$ cat src/rtl/router_psum_pkg.sv
// rtl/router_psum_pkg.sv - port indices, mode constants and routing table for the psum router
//
// Purpose : shared constants and the mode -> (destination, source) routing table.
// Contents: PORT_GLB/PORT_PE/PORT_NB, MODE_0..MODE_7, route_t, route_table().
package psum_router_pkg;

   localparam int NUM_PORTS = 3;

   localparam int PORT_GLB = 0;
   localparam int PORT_PE  = 1;
   localparam int PORT_NB  = 2;

   localparam logic [2:0] MODE_0 = 3'd0;
   localparam logic [2:0] MODE_1 = 3'd1;
   localparam logic [2:0] MODE_2 = 3'd2;
   localparam logic [2:0] MODE_3 = 3'd3;
   localparam logic [2:0] MODE_4 = 3'd4;
   localparam logic [2:0] MODE_5 = 3'd5;
   localparam logic [2:0] MODE_6 = 3'd6;
   localparam logic [2:0] MODE_7 = 3'd7;

   // One entry per destination: which source feeds it, and whether it is fed at all.
   typedef struct packed {
      logic       routed;
      logic [1:0] src;
   } route_t;

   typedef route_t [NUM_PORTS-1:0] route_vec_t;

   function automatic route_t hop(input int src);
      return route_t'{routed: 1'b1, src: 2'(src)};
   endfunction

   // Every mapping is one-to-one, so a source appears at most once per mode.
   function automatic route_vec_t route_table(input logic [2:0] mode);
      route_vec_t r;
      r = '0;
      case (mode)
         MODE_0: begin r[PORT_GLB] = hop(PORT_GLB); r[PORT_PE] = hop(PORT_NB); end
         MODE_1: begin r[PORT_GLB] = hop(PORT_PE); end
         MODE_2: begin r[PORT_GLB] = hop(PORT_NB); r[PORT_NB] = hop(PORT_PE); end
         MODE_3: begin r[PORT_PE]  = hop(PORT_GLB); r[PORT_NB] = hop(PORT_PE); end
         MODE_4: begin r[PORT_PE]  = hop(PORT_NB); r[PORT_GLB] = hop(PORT_PE); end
         MODE_5: begin r[PORT_GLB] = hop(PORT_GLB); r[PORT_NB] = hop(PORT_PE); end
         MODE_6: begin r[PORT_GLB] = hop(PORT_GLB); r[PORT_NB] = hop(PORT_NB); end
         MODE_7: begin
            r[PORT_GLB] = hop(PORT_GLB);
            r[PORT_PE]  = hop(PORT_NB);
            r[PORT_NB]  = hop(PORT_PE);
         end
         default: r = '0;
      endcase
      return r;
   endfunction

endpackage

$ cat src/rtl/router_psum_if.sv
// rtl/router_psum_if.sv - three bidirectional ready/enable psum port pairs
//
// Purpose : bundles the src/dst handshakes of ports 0 (GLB), 1 (PE), 2 (neighbour row).
// Modports: slave  - the router (drives ready_src_*, data_dst_*, enable_dst_*)
//           master - the surrounding logic (drives data_src_*, enable_src_*, ready_dst_*)
interface router_psum_if #(
   parameter int DATA_WIDTH = 20
);
   logic                  ready_src_port_0, ready_src_port_1, ready_src_port_2;
   logic [DATA_WIDTH-1:0] data_src_port_0, data_src_port_1, data_src_port_2;
   logic                  enable_src_port_0, enable_src_port_1, enable_src_port_2;
   logic                  ready_dst_port_0, ready_dst_port_1, ready_dst_port_2;
   logic [DATA_WIDTH-1:0] data_dst_port_0, data_dst_port_1, data_dst_port_2;
   logic                  enable_dst_port_0, enable_dst_port_1, enable_dst_port_2;

   modport slave (
      output ready_src_port_0, ready_src_port_1, ready_src_port_2,
      input  data_src_port_0, data_src_port_1, data_src_port_2,
      input  enable_src_port_0, enable_src_port_1, enable_src_port_2,
      input  ready_dst_port_0, ready_dst_port_1, ready_dst_port_2,
      output data_dst_port_0, data_dst_port_1, data_dst_port_2,
      output enable_dst_port_0, enable_dst_port_1, enable_dst_port_2
   );

   modport master (
      input  ready_src_port_0, ready_src_port_1, ready_src_port_2,
      output data_src_port_0, data_src_port_1, data_src_port_2,
      output enable_src_port_0, enable_src_port_1, enable_src_port_2,
      output ready_dst_port_0, ready_dst_port_1, ready_dst_port_2,
      input  data_dst_port_0, data_dst_port_1, data_dst_port_2,
      input  enable_dst_port_0, enable_dst_port_1, enable_dst_port_2
   );
endinterface

$ cat src/rtl/router_psum_route_dec.sv
// rtl/router_psum_route_dec.sv - decodes the registered mode into per-destination source selects
//
// Purpose : mode -> for each destination, a source index and a routed flag.
// Ports   : mode      in  3       registered routing mode
//           src_sel   out 3x2     source index feeding each destination
//           dst_valid out 3       destination is routed in this mode
module router_psum_route_dec
   import psum_router_pkg::*;
(
   input  logic [2:0]                mode,
   output logic [NUM_PORTS-1:0][1:0] src_sel,
   output logic [NUM_PORTS-1:0]      dst_valid
);

   route_vec_t tab;

   always_comb begin
      tab       = route_table(mode);
      src_sel   = '0;
      dst_valid = '0;
      for (int d = 0; d < NUM_PORTS; d++) begin
         src_sel[d]   = tab[d].src;
         dst_valid[d] = tab[d].routed;
      end
   end

endmodule

$ cat src/rtl/router_psum.sv
// rtl/router_psum.sv - partial-sum router for one PE row, fixed mode-selected port mapping
//
// Purpose : registers the routing mode and steers data/enable forward and ready backward
//           combinationally between ports 0 (GLB), 1 (PE) and 2 (neighbour row).
// Ports   : clk_i          in  1   clock, rising edge
//           rst_ni         in  1   asynchronous active-low reset
//           router_mode_i  in  3   routing mode request, sampled every edge
//           bus            slave   the three src/dst handshake pairs
module router_psum
   import psum_router_pkg::*;
#(
   parameter int DATA_WIDTH = 20,
   parameter int FULL_PORTS = 3
) (
   input  logic         clk_i,
   input  logic         rst_ni,
   input  logic [2:0]   router_mode_i,
   router_psum_if.slave bus
);

   if (FULL_PORTS != NUM_PORTS) begin : g_full_ports_check
      $error("router_psum: FULL_PORTS must be 3");
   end

   logic [2:0]                           mode_q;
   logic [NUM_PORTS-1:0][1:0]            src_sel;
   logic [NUM_PORTS-1:0]                 dst_valid;
   logic [NUM_PORTS-1:0][DATA_WIDTH-1:0] data_src, data_dst;
   logic [NUM_PORTS-1:0]                 enable_src, enable_dst;
   logic [NUM_PORTS-1:0]                 ready_src, ready_dst;

   always_ff @(posedge clk_i or negedge rst_ni) begin
      if (!rst_ni) mode_q <= MODE_0;
      else         mode_q <= router_mode_i;
   end

   router_psum_route_dec u_route_dec (
      .mode      (mode_q),
      .src_sel   (src_sel),
      .dst_valid (dst_valid)
   );

   assign data_src[0]   = bus.data_src_port_0;
   assign data_src[1]   = bus.data_src_port_1;
   assign data_src[2]   = bus.data_src_port_2;
   assign enable_src[0] = bus.enable_src_port_0;
   assign enable_src[1] = bus.enable_src_port_1;
   assign enable_src[2] = bus.enable_src_port_2;
   assign ready_dst[0]  = bus.ready_dst_port_0;
   assign ready_dst[1]  = bus.ready_dst_port_1;
   assign ready_dst[2]  = bus.ready_dst_port_2;

   // rst_ni gates the outputs directly: mode_q = 0 alone would still route mode 0
   // while reset is held, but every output must read 0 during reset.
   always_comb begin
      data_dst   = '0;
      enable_dst = '0;
      ready_src  = '0;
      if (rst_ni) begin
         for (int d = 0; d < NUM_PORTS; d++) begin
            if (dst_valid[d]) begin
               data_dst[d]   = data_src[src_sel[d]];
               enable_dst[d] = enable_src[src_sel[d]];
            end
         end
         // Ready travels back along the same pairing; one-to-one means at most one hit.
         for (int s = 0; s < NUM_PORTS; s++) begin
            for (int d = 0; d < NUM_PORTS; d++) begin
               if (dst_valid[d] && (src_sel[d] == 2'(s))) ready_src[s] = ready_dst[d];
            end
         end
      end
   end

   assign bus.data_dst_port_0   = data_dst[0];
   assign bus.data_dst_port_1   = data_dst[1];
   assign bus.data_dst_port_2   = data_dst[2];
   assign bus.enable_dst_port_0 = enable_dst[0];
   assign bus.enable_dst_port_1 = enable_dst[1];
   assign bus.enable_dst_port_2 = enable_dst[2];
   assign bus.ready_src_port_0  = ready_src[0];
   assign bus.ready_src_port_1  = ready_src[1];
   assign bus.ready_src_port_2  = ready_src[2];

endmodule

$ cat src/flat_wrapper.sv
// flat-port wrapper written by rule: the top's interface ports become plain ports
module router_psum_flat import psum_router_pkg::*;
#(
   parameter int DATA_WIDTH = 20,
   parameter int FULL_PORTS = 3
)
  (clk_i, rst_ni, router_mode_i, bus_ready_src_port_0, bus_ready_src_port_1, bus_ready_src_port_2, bus_data_src_port_0, bus_data_src_port_1, bus_data_src_port_2, bus_enable_src_port_0, bus_enable_src_port_1, bus_enable_src_port_2, bus_ready_dst_port_0, bus_ready_dst_port_1, bus_ready_dst_port_2, bus_data_dst_port_0, bus_data_dst_port_1, bus_data_dst_port_2, bus_enable_dst_port_0, bus_enable_dst_port_1, bus_enable_dst_port_2);
  router_psum_if #(.DATA_WIDTH(DATA_WIDTH)) bus_i ();
  input  logic clk_i;
  input  logic rst_ni;
  input  logic [2:0] router_mode_i;
  output wire logic [$bits(bus_i.ready_src_port_0)-1:0] bus_ready_src_port_0;
  output wire logic [$bits(bus_i.ready_src_port_1)-1:0] bus_ready_src_port_1;
  output wire logic [$bits(bus_i.ready_src_port_2)-1:0] bus_ready_src_port_2;
  input wire logic [$bits(bus_i.data_src_port_0)-1:0] bus_data_src_port_0;
  input wire logic [$bits(bus_i.data_src_port_1)-1:0] bus_data_src_port_1;
  input wire logic [$bits(bus_i.data_src_port_2)-1:0] bus_data_src_port_2;
  input wire logic [$bits(bus_i.enable_src_port_0)-1:0] bus_enable_src_port_0;
  input wire logic [$bits(bus_i.enable_src_port_1)-1:0] bus_enable_src_port_1;
  input wire logic [$bits(bus_i.enable_src_port_2)-1:0] bus_enable_src_port_2;
  input wire logic [$bits(bus_i.ready_dst_port_0)-1:0] bus_ready_dst_port_0;
  input wire logic [$bits(bus_i.ready_dst_port_1)-1:0] bus_ready_dst_port_1;
  input wire logic [$bits(bus_i.ready_dst_port_2)-1:0] bus_ready_dst_port_2;
  output wire logic [$bits(bus_i.data_dst_port_0)-1:0] bus_data_dst_port_0;
  output wire logic [$bits(bus_i.data_dst_port_1)-1:0] bus_data_dst_port_1;
  output wire logic [$bits(bus_i.data_dst_port_2)-1:0] bus_data_dst_port_2;
  output wire logic [$bits(bus_i.enable_dst_port_0)-1:0] bus_enable_dst_port_0;
  output wire logic [$bits(bus_i.enable_dst_port_1)-1:0] bus_enable_dst_port_1;
  output wire logic [$bits(bus_i.enable_dst_port_2)-1:0] bus_enable_dst_port_2;
  assign bus_ready_src_port_0 = bus_i.ready_src_port_0;
  assign bus_ready_src_port_1 = bus_i.ready_src_port_1;
  assign bus_ready_src_port_2 = bus_i.ready_src_port_2;
  assign bus_i.data_src_port_0 = bus_data_src_port_0;
  assign bus_i.data_src_port_1 = bus_data_src_port_1;
  assign bus_i.data_src_port_2 = bus_data_src_port_2;
  assign bus_i.enable_src_port_0 = bus_enable_src_port_0;
  assign bus_i.enable_src_port_1 = bus_enable_src_port_1;
  assign bus_i.enable_src_port_2 = bus_enable_src_port_2;
  assign bus_i.ready_dst_port_0 = bus_ready_dst_port_0;
  assign bus_i.ready_dst_port_1 = bus_ready_dst_port_1;
  assign bus_i.ready_dst_port_2 = bus_ready_dst_port_2;
  assign bus_data_dst_port_0 = bus_i.data_dst_port_0;
  assign bus_data_dst_port_1 = bus_i.data_dst_port_1;
  assign bus_data_dst_port_2 = bus_i.data_dst_port_2;
  assign bus_enable_dst_port_0 = bus_i.enable_dst_port_0;
  assign bus_enable_dst_port_1 = bus_i.enable_dst_port_1;
  assign bus_enable_dst_port_2 = bus_i.enable_dst_port_2;
  router_psum #(.DATA_WIDTH(DATA_WIDTH), .FULL_PORTS(FULL_PORTS)) u_core (.clk_i(clk_i), .rst_ni(rst_ni), .router_mode_i(router_mode_i), .bus(bus_i));
endmodule
$ cat config.mk
export PLATFORM = sky130hd
export DESIGN_NAME = router_psum_flat
export DESIGN_NICKNAME = d
export VERILOG_FILES = /design/src/rtl/router_psum_pkg.sv /design/src/rtl/router_psum_if.sv /design/src/rtl/router_psum_route_dec.sv /design/src/rtl/router_psum.sv /design/src/flat_wrapper.sv
export SDC_FILE = /design/constraint.sdc
export NUM_CORES = 1
export LEC_CHECK = 0
export BUFFER_PORTS_ARGS = -buffer_cell sky130_fd_sc_hd__buf_2
export CORE_MARGIN = 1.5
export CORE_UTILIZATION = 49
export CTS_CLUSTER_DIAMETER = 50
export DETAILED_ROUTE_END_ITERATION = 10
export PLACE_DENSITY = 0.95
export SLEW_MARGIN = 20
export SYNTH_ARGS = -nofsm -noshare
export SYNTH_HDL_FRONTEND = slang
export SYNTH_SLANG_ARGS = --single-unit
$ cat constraint.sdc
create_clock -name clk_i -period 3.45 [get_ports clk_i]
set_input_delay 0.345 -clock clk_i [delete_from_list [all_inputs] [get_ports clk_i]]
set_output_delay 0.345 -clock clk_i [all_outputs]
set_load 0.01 [all_outputs]
==> flow_summary.toml <==
[grt]
grt_overflow = 0
grt_pass1_wl_um = 13500
grt_pass1_vias = 2861
antenna_found_initial = 0
grt_max_degree = 41
track_usage_pct = 31.6

[logic_synthesis]
synth-seq-area-share_pct = 3.28
yosysWarnings = 0
ys_seq_elements = 3
synth_cells = 305
synth.cell_area_um2 = 2290
synth.top_cell.area_share_pct = 12.5
syn_nets = 380
yosysTopAreaCell = "mux2_4"
syn_avg_cell_area_um2 = 7.50
ys_types = 38
synth.area.top_cells = "mux2_4, mux2i_1, a211oi_2, a21oi_1, nand2_1"

[finish]
top_register = "u_core.mode_q"
antenna_cells = 0
nets = 496
drive_above_1_share_pct = 46.4
synthToLayoutAreaGrowth_pct = 31.3
largest_register_ff_count = 3
top_regs = "u_core.mode_q x3"
final_area_um2 = 3000
final_cells = 472

[power_and_ir_drop]
irDropWorstVdd_mv = 0.202
leakagePower_nw = 1.54
cellPowerDensity_nw_per_um2 = 189

[placement]
dpl.hpwl_um = 6060
finalWeightedCongestion = 0.937
dp.cells = 467
post_dp_cell_area_um2 = 2950
port_buffers = 136

[sta]
fin_crit_ps = 3050
drv_slew = 0
finalHoldViolations = 0
finalCritPeriodShare_pct = 88.5
tns_ps = 0
slew_headroom_pct = 35.5
finalSetupViolations = 0
tightest_slew_ps = 968
max_freq_mhz = 327
rsz0062_at_grt = "false"

[worst_setup_path]
worstSetupEndpointType = "output pin"
crit_arrival_ps = 2710
cp.required_ps = 3110
critical_path_peak_fanout = 28
crit_type = "flip-flop to output pin"
start_kind = "flip-flop"

[drt]
drt-total-wl_um = 8570
routedWlPerCell_um = 18.2
via_per_inst = 6.63
dr.first_iter.drc_count = 464
drc_errors = 0
num_vias = 3127
dr.pass1.iters = 5
final_antenna_net_count = 0

[job]
drv_cap = 0

[floorplanning]
dieArea_um2 = 5090
num_io_pins = 137
start_util_pct = 51.8
coreArea_um2 = 4410
die_h_um = 71.3
fp.dieW_um = 71.3
rows = 24

[cts]
clk_path_buf_depth = 2
root_buffer = "clkbuf_8"
cts_made_buffers = 3
htreeDepth = 1
cts_num_sinks = 3
ctsResizeCount = 0
clkTransAtPathRegs_ps = 30
cts_tree = "done"

[run_status]
status = "complete, no violations"

[worst_hold_path]
hp-class = "input port to flip-flop"
-- cells in the final DEF, fill, tap and decap left out, types with 3 or more instances in the layout --
cell type,count
buf_2,136
nand2_1,45
a21oi_1,42
mux2i_1,24
a22oi_1,22
a211oi_1,21
mux2_4,19
o21ai_0,19
and3b_1,19
a211oi_2,19
buf_4,10
o21ai_1,3
ha_1,3
clkbuf_8,3
dfrtp_1,3
-- critical path, cell delays in order (launching register included) --
cell and delay (ps):
dfrtp_1 360, inv_1 300, ha_2 670, buf_12 280
mux2_4 330, a211oi_2 250, a211oi_1 90, buf_2 200
-- path summary, 6_finish.rpt --
check	startpoint	endpoint	slack (ps)	cells past startpoint
max	u_core.mode_q[0]	bus_data_dst_port_2[14]	400	7
min	router_mode_i[2]	u_core.mode_q[2]	230	1
max in group asynchronous	rst_ni	u_core.mode_q[2]	2750	2
min in group asynchronous	rst_ni	u_core.mode_q[0]	520	2
-- cell families (layout without fill, tap and decap cells) --
| kind of cell | count (synthesis) | after routing | synth area share (%) |
|---|---|---|---|
| buffers and inverters | 40 | 155 | 9.46 |
| AO/OA/AOI/OAI | 138 | 138 | 43.1 |
| adder cells (fa/ha/maj) | 4 | 4 | 2.19 |
| flip-flops | 3 | 3 | 3.28 |
| AND/OR/NAND/NOR | 75 | 75 | 18.1 |
| multiplexers | 45 | 45 | 24.0 |
-- layout make-up --
class	instances	area, um^2
sequential	3	75.1
fill	352	1410
multi-input combinational	262	2020
clock buffer	4	45.0
tap	52	65.1
timing repair buffer	148	786
inverter	3	11.3
-- report_power, final --
group          internal [mW]  leakage [nW]  switching, mW
logic                  0.182          1.48          0.242
clock network         0.0790        0.0228         0.0255
registers             0.0372        0.0350        0.00289
total                  0.298          1.54          0.271
-- synthesized netlist by cell type, drive strengths merged --
cell type / instances
nand3b: 2
o221a: 1
nand2: 45
a22oi: 22
and3b: 19
dfrtp: 3
inv: 3
mux2: 21
or3: 1
nor3: 1
a211oi: 40
nand4b: 1
a21boi: 1
o21a: 1
ha: 4
mux2i: 24
o211a: 1
nor2: 1
a21oi: 43
a31oi: 1
o21ai: 22
o32ai: 1
o211ai: 2
buf: 29
o31ai: 2
and2b: 1
nand2b: 2
a21o: 1
nor3b: 1
clkbuf: 8
and2: 1
-- metrics by stage --
stage | hold slack, ps | setup WS (ps) | utilization (%) | total power [mW]
finish | 233 | 396 | 68.1 | 0.569
global route | 237 | 274 | 68.1 | 0.604
CTS | 230 | 435 | 68.1 | 0.562
detailed placement | 202 | 669 | 66.8 | 0.455
global placement | 201 | 763 | 66.8 | 0.442
floorplan | 49.4 | 1140 | - | 0.303
-- per-layer routing --
| layer | share of wire, % | wire length, um | global-route usage, % |
|---|---|---|---|
| met1 | 38 | 3260 | 40.5 |
| met2 | 49 | 4230 | 54.1 |
| met3 | 9.0 | 769 | 2.95 |
| met4 | 3.7 | 314 | 13.0 |
| met5 | 0 | 0 | 0 |
-- repair_timing --
action,CTS,global route
hold endpoints to repair,3,0
hold buffers,1,0
buffers inserted,0,0
Power figures use the tool's default switching activity.
